<file path="src/rtl/ddr_hit_judge.sv">
// Rhythm-game note judge: latches the lane pattern on each beat, then scores the
// player's key presses within a fixed window and tracks score, combo and lives.
module ddr_hit_judge #(
    parameter int WINDOW_CYC = 12_500_000,
    parameter int LIVES      = 3,
    parameter int SCORE_W    = 10
) (
    input  logic               clk,
    input  logic               reset,
    input  logic               beat,
    input  logic [2:0]         pattern,
    input  logic [2:0]         keys,
    output logic               hit,
    output logic               miss,
    output logic [SCORE_W-1:0] score,
    output logic [7:0]         combo,
    output logic [7:0]         max_combo,
    output logic [3:0]         lives,
    output logic               game_over
);

    localparam int CNT_W = $clog2(WINDOW_CYC);
    localparam logic [CNT_W-1:0] CNT_LAST = CNT_W'(WINDOW_CYC - 1);

    typedef enum logic [1:0] {IDLE, WINDOW, DONE, OVER} state_t;

    state_t           state;
    logic [2:0]       target;
    logic [2:0]       acc;
    logic [CNT_W-1:0] cnt;
    logic [2:0]       keys_q;

    logic [2:0] key_edge;
    logic [2:0] acc_n;
    logic       rest;
    logic       wrong;
    logic       complete;
    logic       late;
    logic       judge_hit;
    logic       judge_miss;
    logic       last_life;
    logic [7:0] combo_n;

    function automatic logic [SCORE_W-1:0] sat_inc_score(input logic [SCORE_W-1:0] v);
        return (&v) ? v : v + SCORE_W'(1);
    endfunction

    function automatic logic [7:0] sat_inc8(input logic [7:0] v);
        return (&v) ? v : v + 8'd1;
    endfunction

    function automatic logic [3:0] dec_floor(input logic [3:0] v);
        return (v == 4'd0) ? v : v - 4'd1;
    endfunction

    // Judgement of the open note for this cycle; a beat forces a verdict.
    always_comb begin
        key_edge   = keys & ~keys_q;
        acc_n      = acc | (key_edge & target);
        rest       = (target == 3'b000);
        wrong      = |(key_edge & ~target);
        complete   = (acc_n == target);
        late       = (cnt == CNT_LAST);
        judge_hit  = (state == WINDOW) && !rest && !wrong && complete;
        judge_miss = (state == WINDOW) && !rest && !judge_hit && (wrong || late || beat);
        last_life  = (lives <= 4'd1);
        combo_n    = sat_inc8(combo);
    end

    always_ff @(posedge clk) begin
        if (reset) begin
            state     <= IDLE;
            hit       <= 1'b0;
            miss      <= 1'b0;
            score     <= '0;
            combo     <= '0;
            max_combo <= '0;
            lives     <= 4'(LIVES);
            game_over <= 1'b0;
            target    <= '0;
            acc       <= '0;
            cnt       <= '0;
            keys_q    <= 3'b111;
        end else begin
            keys_q <= keys;
            hit    <= judge_hit;
            miss   <= judge_miss;

            if (judge_hit) begin
                score <= sat_inc_score(score);
                combo <= combo_n;
                if (combo_n > max_combo) begin
                    max_combo <= combo_n;
                end
            end
            if (judge_miss) begin
                combo <= '0;
                lives <= dec_floor(lives);
            end

            // Losing the last life wins over a simultaneous beat.
            if (judge_miss && last_life) begin
                state     <= OVER;
                game_over <= 1'b1;
            end else if (beat && state != OVER) begin
                state  <= WINDOW;
                target <= pattern;
                acc    <= '0;
                cnt    <= '0;
            end else if (state == WINDOW) begin
                if (rest || judge_hit || judge_miss) begin
                    state <= DONE;
                end else begin
                    cnt <= cnt + CNT_W'(1);
                    acc <= acc_n;
                end
            end
        end
    end

endmodule
</file>
<file path="config.mk">
export PLATFORM = sky130hd
export DESIGN_NAME = ddr_hit_judge
export DESIGN_NICKNAME = d
export VERILOG_FILES = /design/src/rtl/ddr_hit_judge.sv
export SDC_FILE = /design/constraint.sdc
export NUM_CORES = 1
export LEC_CHECK = 0
export BUFFER_PORTS_ARGS = -buffer_cell sky130_fd_sc_hd__buf_2
export CORE_ASPECT_RATIO = 1.1
export CORE_MARGIN = 1
export CORE_UTILIZATION = 63
export CTS_CLUSTER_SIZE = 10
export DETAILED_ROUTE_END_ITERATION = 10
export PLACE_DENSITY_LB_ADDON = 0.08
export SETUP_SLACK_MARGIN = 0.1
export SLEW_MARGIN = 20
export SYNTH_ARGS = -nofsm -noshare
export SYNTH_HDL_FRONTEND = slang
export SYNTH_SLANG_ARGS = --single-unit
</file>
<file path="constraint.sdc">
create_clock -name clk -period 5.35 [get_ports clk]
set_input_delay 0.535 -clock clk [delete_from_list [all_inputs] [get_ports clk]]
set_output_delay 0.535 -clock clk [all_outputs]
set_load 0.005 [all_outputs]
</file>
==> impl_metrics.tcl, run 1 <==
set metrics [dict create \
    status "finished clean" \
    syn-instance-count 454 \
    clk_latency_ns 0.35 \
    register_area_um2 1361 \
    async_flop_share 0 \
    cts_tree "built" \
    dieArea_um2 6173 \
    drt-total-wl_um 8645 \
    layout_commonest_cell "dfxtp_1" \
    hold_path.class "input pin to flip-flop" \
    ys_seq_elements 68 \
    slew_headroom 0.3660 \
    drt_pass1_iterations 5 \
    vdd_drop_max_mv 0.2321 \
    period_minus_slack_ns 3.131 \
    synth_top_family_by_area "simple AND/OR/NAND/NOR gates" \
    gr-total-overflow 0 \
    fill_cells 439 \
    synth-compound-area-share 0.1633 \
    period_share 0.5853 \
    grt_start_max_net_pins 56 \
    ctsResizeCount 0 \
    synth_cell_types 58 \
    area.growth.synth_to_final_pct 11.18 \
    yosys.area_share.simple 0.3012 \
    synthesis.nets 477 \
    synthMuxAreaShare 0.03286 \
    p_leak_uw 0.001605 \
    port_buffers 41 \
    setup_tns_ns 0 \
    dr.first_iter.drc_count 209 \
    synth_seq_area_share 0.3686 \
    cts.sinks 68 \
    synthXorXnorAreaFrac 0.04505 \
    track_usage 0.2892 \
    clk_pin_slew_ns 0.07 \
    antenna_found_initial 0 \
    worstSetupPathType "flip-flop to flip-flop" \
    cts_root_buffer "clkbuf_8" \
    viasPerCell 6.252 \
    maxCapViolCount 0 \
    p_per_area_nw_per_um2 244.2 \
    fin_skew_ns 0.009538 \
    avgSynthCellArea_um2 8.136 \
    drive_gt1_frac 0.1521 \
    grt_pass1_wl_um 13640 \
    dpl.hpwl_um 6047 \
    nets 511 \
    finalPower_uw 1003 \
    layout_common_cells "dfxtp_1, nor2_1, buf_2, a21oi_1, nor3_1" \
    synth_fa_ha_area_frac 0.04743 \
    crit_required_ns 5.55 \
    syn-cell-area_um2 3694 \
    max-clock-path-buffers 2 \
    routabilityCongestion 0.9115 \
    ys.flop_type "dfxtp_1" \
    max_freq_mhz 319.4 \
    post_cts_buffers 0 \
    drc 0 \
    dieWidth_um 75.01 \
    die_h_um 82.31 \
    wire_per_inst_um 15.22 \
    critPathArrivalTime_ns 3.33 \
    final-hold-violation-count 0 \
    synth_edf_count 0 \
    route.vias.total 3551 \
    worst_setup_path_start_kind "flip-flop" \
    antenna_cells 0 \
    crit_fanout 8 \
    rsz0062_at_grt "no" \
    setup_viol 0 \
    grt_pass1_vias 2975 \
    initial_core_util 0.6715 \
    row_count 28 \
    finalMaxSlewViolations 0 \
    multiInputGateArea_um2 2178 \
    ant_nets 0 \
    yosysWarnings 0 \
    cts-buffers-inserted 9 \
    worst_pin_slew_ns 0.9475 \
    post_cts_hold_buffer_count 0 \
    io_pins 42 \
    ctsHtreeMaxLevel 3 \
    coreArea_um2 5500 \
    crit_path_end_kind "flip-flop" \
]
[Yosys cell counts, types with 3 or more instances]
library cell / number / area (um2)
nand2_1: 25 / 93.84
o31ai_1: 3 / 22.52
o22ai_1: 3 / 18.77
ha_1: 14 / 175.2
o21ai_0: 16 / 80.08
nor2_1: 46 / 172.7
inv_1: 17 / 63.81
a211o_1: 3 / 26.28
or3_1: 8 / 50.05
nor2b_1: 6 / 37.54
or4_1: 6 / 45.04
a32oi_1: 4 / 35.03
dfxtp_1: 68 / 1361
a31oi_1: 5 / 31.28
xnor2_1: 17 / 148.9
or2_2: 7 / 43.79
mux2i_1: 11 / 110.1
buf_2: 3 / 15.01
and3_1: 11 / 68.82
a21o_1: 5 / 37.54
nand3_1: 18 / 90.09
a21oi_1: 31 / 155.2
nor3b_1: 5 / 37.54
o21a_1: 4 / 30.03
nand3b_1: 3 / 22.52
clkbuf_1: 18 / 67.56
nand4_1: 13 / 81.33
nor3_1: 31 / 155.2
nor4_1: 12 / 75.07
nand2b_1: 4 / 25.02
and2_1: 3 / 18.77
[kinds of logic (layout without fill, tap and decap cells)]
group,count (synthesis),count (layout)
simple gates,208,208
mux,12,12
compound gates,93,93
xor+xnor,19,19
flops,68,68
fa+ha+maj,14,14
buf+inv,40,79
[stage by stage]
step / worst slack (ns) / hold WS (ns) / area, um2 / cells / utilization
global route: 1.880 / 0.4019 / 4106 / 568 / 0.7466
floorplan: 2.583 / 0.4311 / 3694 / 454 / -
CTS: 2.266 / 0.3889 / 4106 / 568 / 0.7466
detailed placement: 2.279 / 0.4632 / 3936 / 552 / 0.7157
global placement: 2.380 / 0.4615 / 3936 / 552 / 0.7157
finish: 2.219 / 0.3962 / 4106 / 568 / 0.7466
[final timing paths]
| check | slack [ns] | to | cells after the start | start |
|---|---|---|---|---|
| worst max-delay path | 2.22 | max_combo[0]$_SDFFE_PP0P_ | 12 | combo[0]$_SDFFE_PP0P_ |
| worst min-delay path | 0.40 | keys_q[1]$_SDFF_PP1_ | 2 | keys[1] |
| worst max register to register | 2.22 | max_combo[0]$_SDFFE_PP0P_ | 12 | combo[0]$_SDFFE_PP0P_ |
| worst min register to register | 0.47 | cnt[23]$_SDFFE_PP0P_ | 1 | cnt[23]$_SDFFE_PP0P_ |
[layer usage]
metal	track usage	share of wire	up-vias
met5	0	0	-
met1	0.3913	0.46	1631
li1	-	-	1737
met3	0.06311	0.074	20
met4	0.1057	0.019	0
met2	0.4505	0.45	163
[layout make-up]
type,instances,area share
inverter,18,0.01645
sequential,68,0.3315
multi-input combinational,346,0.5305
tap,75,0.02285
clock buffer,12,0.03534
clock inverter,4,0.006094
timing repair buffer,45,0.05728
[critical path, stage by stage, from the launching register on]
cell and delay (ns):
dfxtp_1 0.43, ha_1 0.25, nand3_1 0.11, nor2_1 0.33, nand4b_1 0.22, xnor2_1 0.16
ha_1 0.28, a21o_1 0.16, a21o_1 0.17, a21o_1 0.18, o22ai_1 0.44, or3_1 0.19
a21oi_1 0.05
[power by group]
group          switching, uW  leakage, uW  internal [uW]
registers               8.82     0.000550            515
clock network            195    0.0000824            179
logic                   69.2     0.000973           35.6
[state kept, by name, indices dropped and copies added, names as in the netlist]
register   cells
acc            3
cnt           24
combo          8
game_over      1
hit            1
keys_q         3
lives          4
max_combo      8
miss           1
score         10
state          2
target         3
Power figures use the tool's default switching activity.
==> run 2, diff against run 1 <==
ABC_AREA = 1   (was unset)
CORE_UTILIZATION = 59   (was 63)
clock period = 3.2 ns   (was 5.35 ns; I/O delays follow)
==> run 2 against run 1 <==
Net effect:
- register-to-register slack got worse by 1.8 ns
- synthesized cell count increased by 39%
- global-route usage decreased by 2.6 points
- die area increased by 18%
- critical path depth increased by 4
- clock power increased by 95%
==> impl_metrics.tcl, run 2 <==
set metrics [dict create \
    cts.sinks 68 \
    period_minus_slack_ns 2.812 \
    synth_cell_types 30 \
    dpl.hpwl_um 6383 \
    crit_path_end_kind "flip-flop" \
    antenna_cells 0 \
    swShare 0.3067 \
    async_flop_share 0 \
    fin_util 0.6772 \
    ys.flop_type "dfxtp_1" \
    crit_family "simple AND/OR/NAND/NOR gates" \
    drc 0 \
    max-clock-path-buffers 2 \
    die_h_um 89.38 \
    fill_cells 607 \
    port_buffers 41 \
    yosysTopAreaCell "dfxtp_1" \
    setup_tns_ns 0 \
    yosysTopAreaCellShare 0.3324 \
    syn-cell-area_um2 4095 \
    drive_gt1_frac 0.1310 \
    critPathArrivalTime_ns 3.06 \
    ant_nets 0 \
    crit_fanout 7 \
    synth_edf_count 0 \
    cp_cell_sequence "ha_1 -> nand2_1 -> inv_1 -> nand4_1 -> nor2_2 -> nand2_2 -> nand2_1 -> xor2_1 -> ha_1 -> nand4_1 -> nor2_1 -> a31oi_1 -> nand2_2 -> buf_4 -> o21ai_0 -> nor2_1" \
    rsz0062_at_grt "no" \
    biggestRegsByFlops "cnt x24, score x10" \
    hold_path.class "input pin to flip-flop" \
    final-hold-violation-count 0 \
    coreArea_um2 6633 \
    route.vias.total 3966 \
    nets 690 \
    layout_common_cells "nand2_1, nor2_1, inv_1, dfxtp_1, a21oi_1" \
    antenna_found_initial 0 \
    synthTopCellsByArea "dfxtp_1, nand2_1, nor2_1" \
    period_share 0.8786 \
    gr-total-overflow 0 \
    yosysMostFrequentCell "nand2_1" \
    fin_skew_ns 0.008324 \
    crit_path_top_delay_cell "dfxtp_1" \
    cts_root_buffer "clkbuf_8" \
    worst_pin_slew_ns 0.9490 \
    wire_per_inst_um 12.11 \
    routabilityCongestion 0.8819 \
    initial_core_util 0.6174 \
    top_register "cnt" \
    ctsHtreeMaxLevel 3 \
    path_buf_inv 2 \
    synth_seq_area_share 0.3324 \
    maxCapViolCount 0 \
    grt_pass1_vias 3529 \
    p_sw_uw 603.1 \
    yosysWarnings 0 \
    drt-total-wl_um 9130 \
    row_count 31 \
    critical-path-max-stage-delay_ns 0.39 \
    power_frac_clock 0.372 \
    setup_viol 0 \
    worstSetupPathType "flip-flop to flip-flop" \
    area.growth.synth_to_final_pct 9.685 \
    clk_pin_slew_ns 0.08 \
    synth_common_cells "nand2_1, nor2_1, inv_1" \
    drt_pass1_iterations 5 \
    seq_power_share 0.475 \
    avgSynthCellArea_um2 6.490 \
    p_int_uw 1363 \
    p_per_area_nw_per_um2 437.8 \
    power_frac_comb 0.153 \
    p_leak_uw 0.002035 \
    cts-buffers-inserted 9 \
    finalPower_uw 1966 \
    status "finished clean" \
    dieWidth_um 81.44 \
    slew_headroom 0.3666 \
    syn-instance-count 631 \
    dieArea_um2 7279 \
    grt_start_max_net_pins 53 \
    finalMaxSlewViolations 0 \
    crit_required_ns 3.45 \
    viasPerCell 5.260 \
    max_freq_mhz 355.7 \
    worst_setup_path_start_kind "flip-flop" \
    largest_reg_flops 24 \
    grt_pass1_wl_um 14910 \
    layout_commonest_cell "nand2_1" \
    cts_tree "built" \
    track_usage 0.2630 \
    vdd_drop_max_mv 0.2548 \
    clk_latency_ns 0.36 \
    ys_seq_elements 68 \
    dr.first_iter.drc_count 241 \
    io_pins 42 \
    synthesis.nets 654 \
]
[run 2: cell types whose count changed after synthesis, moves of 11 or more]
cell,delta
a21oi_1,+30
xor2_1,+19
inv_1,+57
nor3_1,-17
nor4_1,-12
and3_1,-11
xnor2_1,-14
nand3_1,+35
nand2_1,+108
nor2_1,+58
clkbuf_1,-14
mux2i_1,-11
[run 2: worst reg2reg max path: cells and delay by family, from the launching register on]
family	cells	cell delay [ns]
fa+ha+maj	2	0.49
simple gates	9	1.01
buf+inv	2	0.25
xor+xnor	1	0.21
compound gates	2	0.36
flops	1	0.39
[run 2: worst paths after layout]
path / cells after the start / endpoint / slack [ns] / from
max reg2reg: 16 / max_combo[7]$_SDFFE_PP0P_ / 0.39 / combo[1]$_SDFFE_PP0P_
min reg2reg: 2 / state[0]$_SDFFE_PP0P_ / 0.47 / state[0]$_SDFFE_PP0P_
max: 16 / max_combo[7]$_SDFFE_PP0P_ / 0.39 / combo[1]$_SDFFE_PP0P_
min: 2 / keys_q[0]$_SDFF_PP1_ / 0.17 / keys[0]
[run 2: cell families after synthesis]
kind of cell | share of synthesized area
adder cells (fa/ha/maj) | 0.04277
buffers and inverters | 0.1118
flip-flops | 0.3324
XOR/XNOR | 0.05133
AND/OR/NAND/NOR | 0.3489
AO/OA/AOI/OAI | 0.1127
[run 2: final cells by class]
| cell class | count | area (um2) | share of cell area |
|---|---|---|---|
| Inverter | 82 | 311.5 | 0.06936 |
| Timing Repair Buffer | 44 | 227.7 | 0.05070 |
| Clock inverter | 7 | 75.07 | 0.01671 |
| Tap cell | 82 | 102.6 | 0.02284 |
| Multi-Input combinational cell | 461 | 2281 | 0.5078 |
| Sequential cell | 68 | 1363 | 0.3033 |
| Clock buffer | 9 | 123.9 | 0.02758 |
| Timing Repair inverter | 1 | 7.507 | 0.001671 |
[run 2: timing repair]
action / 4_1_cts / 5_1_grt
buffers inserted: 0 / 2
gates resized for setup: 0 / 5
hold buffers: 0 / 0
endpoints found under the setup margin: 0 / 8
[run 2: layer usage]
layer	up-vias	routed length, um	GRT usage
met5	-	0	0
met4	0	134	0.08442
met3	9	409	0.07041
met2	83	4361	0.4515
met1	1784	4225	0.3169
li1	2090	-	-
[run 2: per-stage QoR]
| stage | area, um2 | setup WS, ns | hold WS (ns) | std cells |
|---|---|---|---|---|
| 6_report | 4492 | 0.3884 | 0.1710 | 754 |
| 3_3_place_gp | 4260 | 0.4082 | 0.4513 | 735 |
| 5_1_grt | 4492 | 0.08290 | 0.1720 | 754 |
| 3_5_place_dp | 4260 | 0.2427 | 0.4566 | 735 |
| 4_1_cts | 4459 | 0.1993 | 0.1696 | 751 |
| 2_1_floorplan | 4095 | 0.6484 | 0.4238 | 631 |
[run 2: power groups by stage]
| stage | clock, uW | combinational (uW) | sequential, uW |
|---|---|---|---|
| 2_1_floorplan | 0 | 245 | 945 |
| 3_3_place_gp | 0 | 283 | 952 |
| 3_5_place_dp | 0 | 294 | 953 |
| 4_1_cts | 741 | 296 | 933 |
| 5_1_grt | 776 | 346 | 941 |
| 6_report | 731 | 301 | 935 |
==> run 3, diff against run 2 <==
REMOVE_ABC_BUFFERS = 1   (was unset)
SKIP_CTS_REPAIR_TIMING = 1   (was unset)
==> run 3 against run 2 <==
Net effect:
- clock-buffer cell count increased by 1
- power shrank 0.94%
- sequential cell count unchanged
- largest cell class unchanged
- largest power group unchanged
==> impl_metrics.tcl, run 3 (synthesis gave the netlist of run 2 again) <==
set metrics [dict create \
    status "finished clean" \
    cp.depth 17 \
    vdd_drop_max_mv 0.3123 \
    clk_latency_ns 0.36 \
    path_buf_inv 2 \
    min_path_cells 2 \
    rsz0062_at_grt "yes" \
    dp_slack_ns 0.2605 \
    cp_cell_sequence "ha_1 -> nand2_1 -> inv_1 -> nand4_1 -> nor2_2 -> nand2_2 -> nand2_1 -> xor2_1 -> ha_1 -> a21oi_1 -> nor2_1 -> nor2_1 -> a31oi_1 -> nand2_2 -> clkinvlp_2 -> nor2_1 -> nor2_1" \
    drt-total-wl_um 9503 \
    route.vias.total 4070 \
    r2r_slack_ns 0.26 \
    worst_setup_path_start_kind "flip-flop" \
    antenna_cells 0 \
    coreArea_um2 6633 \
    hold_path.class "input pin to flip-flop" \
    max_freq_mhz 340.2 \
    drc 0 \
    viasPerCell 5.412 \
    critical-path-max-stage-delay_ns 0.43 \
    row_count 31 \
    fin_skew_ns 0.01164 \
    dr.first_iter.drc_count 298 \
    cts.sinks 68 \
    crit_fanout 9 \
    final-hold-violation-count 0 \
    p_per_area_nw_per_um2 436.2 \
    dp.cells 735 \
    max-clock-path-buffers 2 \
    grt_start_max_net_pins 53 \
    critPathArrivalTime_ns 3.18 \
    multiInputGateArea_um2 2281 \
    biggestRegsByFlops "cnt x24, score x10" \
    p_leak_uw 0.002014 \
    worstSetupPathType "flip-flop to flip-flop" \
    worst_pin_slew_ns 0.9403 \
    io_pins 42 \
    dpl.hpwl_um 6500 \
    worstReg2RegEnd "max_combo[2]$_SDFFE_PP0P_" \
    hold_path_end "keys_q[1]$_SDFF_PP1_" \
    clk_pin_slew_ns 0.08 \
    setup_viol 0 \
    drt_pass1_iterations 4 \
    initial_core_util 0.6174 \
    drive_gt1_frac 0.1254 \
    finalPower_uw 1948 \
    fill_cells 605 \
    slew_headroom 0.3724 \
    setup_tns_ns 0 \
    area.growth.synth_to_final_pct 9.044 \
    ant_nets 0 \
    nets 688 \
    antenna_found_initial 0 \
    dieArea_um2 7279 \
    ctsHtreeMaxLevel 3 \
    cts_tree "built" \
    register_area_um2 1361 \
    dieWidth_um 81.44 \
    wire_per_inst_um 12.64 \
    track_usage 0.2667 \
    grt_pass1_wl_um 15060 \
    r2r-start "combo[0]$_SDFFE_PP0P_" \
    fin_util 0.6733 \
    finalMaxSlewViolations 0 \
    cts_root_buffer "clkbuf_8" \
    largest_reg_flops 24 \
    reg2regPathDepth 17 \
    finalWorstSetupSlack_ns 0.2608 \
    cp_common_cell "nor2_1" \
    routabilityCongestion 0.9204 \
    port_buffers 41 \
    cts-buffers-inserted 9 \
    die_h_um 89.38 \
    final_cells 752 \
    layout_commonest_cell "nand2_1" \
    maxCapViolCount 0 \
    crit_path_top_delay_cell "dfxtp_1" \
    top_register "cnt" \
    hold_start "keys[1]" \
    crit_family "simple AND/OR/NAND/NOR gates" \
    period_minus_slack_ns 2.939 \
    crit_required_ns 3.44 \
    crit_path_end_kind "flip-flop" \
    period_share 0.9185 \
    layout_common_cells "nand2_1, nor2_1, inv_1, dfxtp_1, a21oi_1" \
    gr-total-overflow 0 \
    grt_pass1_vias 3416 \
]
## run 3: how the worst max path moves through the flow
stage | to | start | slack, ns
2_1_floorplan | max_combo[0]$_SDFFE_PP0P_ | combo[0]$_SDFFE_PP0P_ | 0.64
3_3_place_gp | max_combo[0]$_SDFFE_PP0P_ | combo[0]$_SDFFE_PP0P_ | 0.45
3_5_place_dp | max_combo[0]$_SDFFE_PP0P_ | combo[0]$_SDFFE_PP0P_ | 0.26
4_1_cts | max_combo[0]$_SDFFE_PP0P_ | combo[0]$_SDFFE_PP0P_ | 0.22
5_1_grt | max_combo[0]$_SDFFE_PP0P_ | combo[0]$_SDFFE_PP0P_ | 0.04
6_report | max_combo[2]$_SDFFE_PP0P_ | combo[0]$_SDFFE_PP0P_ | 0.26
## run 3: final cells by class
type	instances	area share
multi-input combinational	461	0.5108
timing repair inverter	1	0.001121
tap	82	0.02298
timing repair buffer	42	0.04763
clock buffer	10	0.02858
sequential	68	0.3048
inverter	82	0.06977
clock inverter	6	0.01429
## run 3: power by group
group / internal (uW) / leakage [uW] / total [uW] / switching (uW)
clock network: 360 / 0.0000927 / 716 / 356
registers: 890 / 0.000555 / 935 / 44.3
logic: 106 / 0.00137 / 297 / 192
## run 3: worst reg2reg max path: stages (launching register included)
cell and delay (ns):
dfxtp_1 0.43, ha_1 0.24, nand2_1 0.08, inv_1 0.08, nand4_1 0.14, nor2_2 0.19
nand2_2 0.13, nand2_1 0.14, xor2_1 0.21, ha_1 0.28, a21oi_1 0.13, nor2_1 0.05
nor2_1 0.09, a31oi_1 0.10, nand2_2 0.18, clkinvlp_2 0.21, nor2_1 0.12, nor2_1 0.07
## run 3: stage by stage
step / area, um2 / hold slack [ns]
2_1_floorplan: 3945 / 0.3891
3_3_place_gp: 4260 / 0.4460
3_5_place_dp: 4260 / 0.4543
4_1_cts: 4452 / 0.1646
5_1_grt: 4466 / 0.1693
6_report: 4466 / 0.1771
## run 3: per-layer routing
| layer | part of all wire | track usage |
|---|---|---|
| met2 | 0.48 | 0.4553 |
| met5 | 0 | 0 |
| met1 | 0.46 | 0.3282 |
| met3 | 0.047 | 0.05510 |
| met4 | 0.017 | 0.09903 |
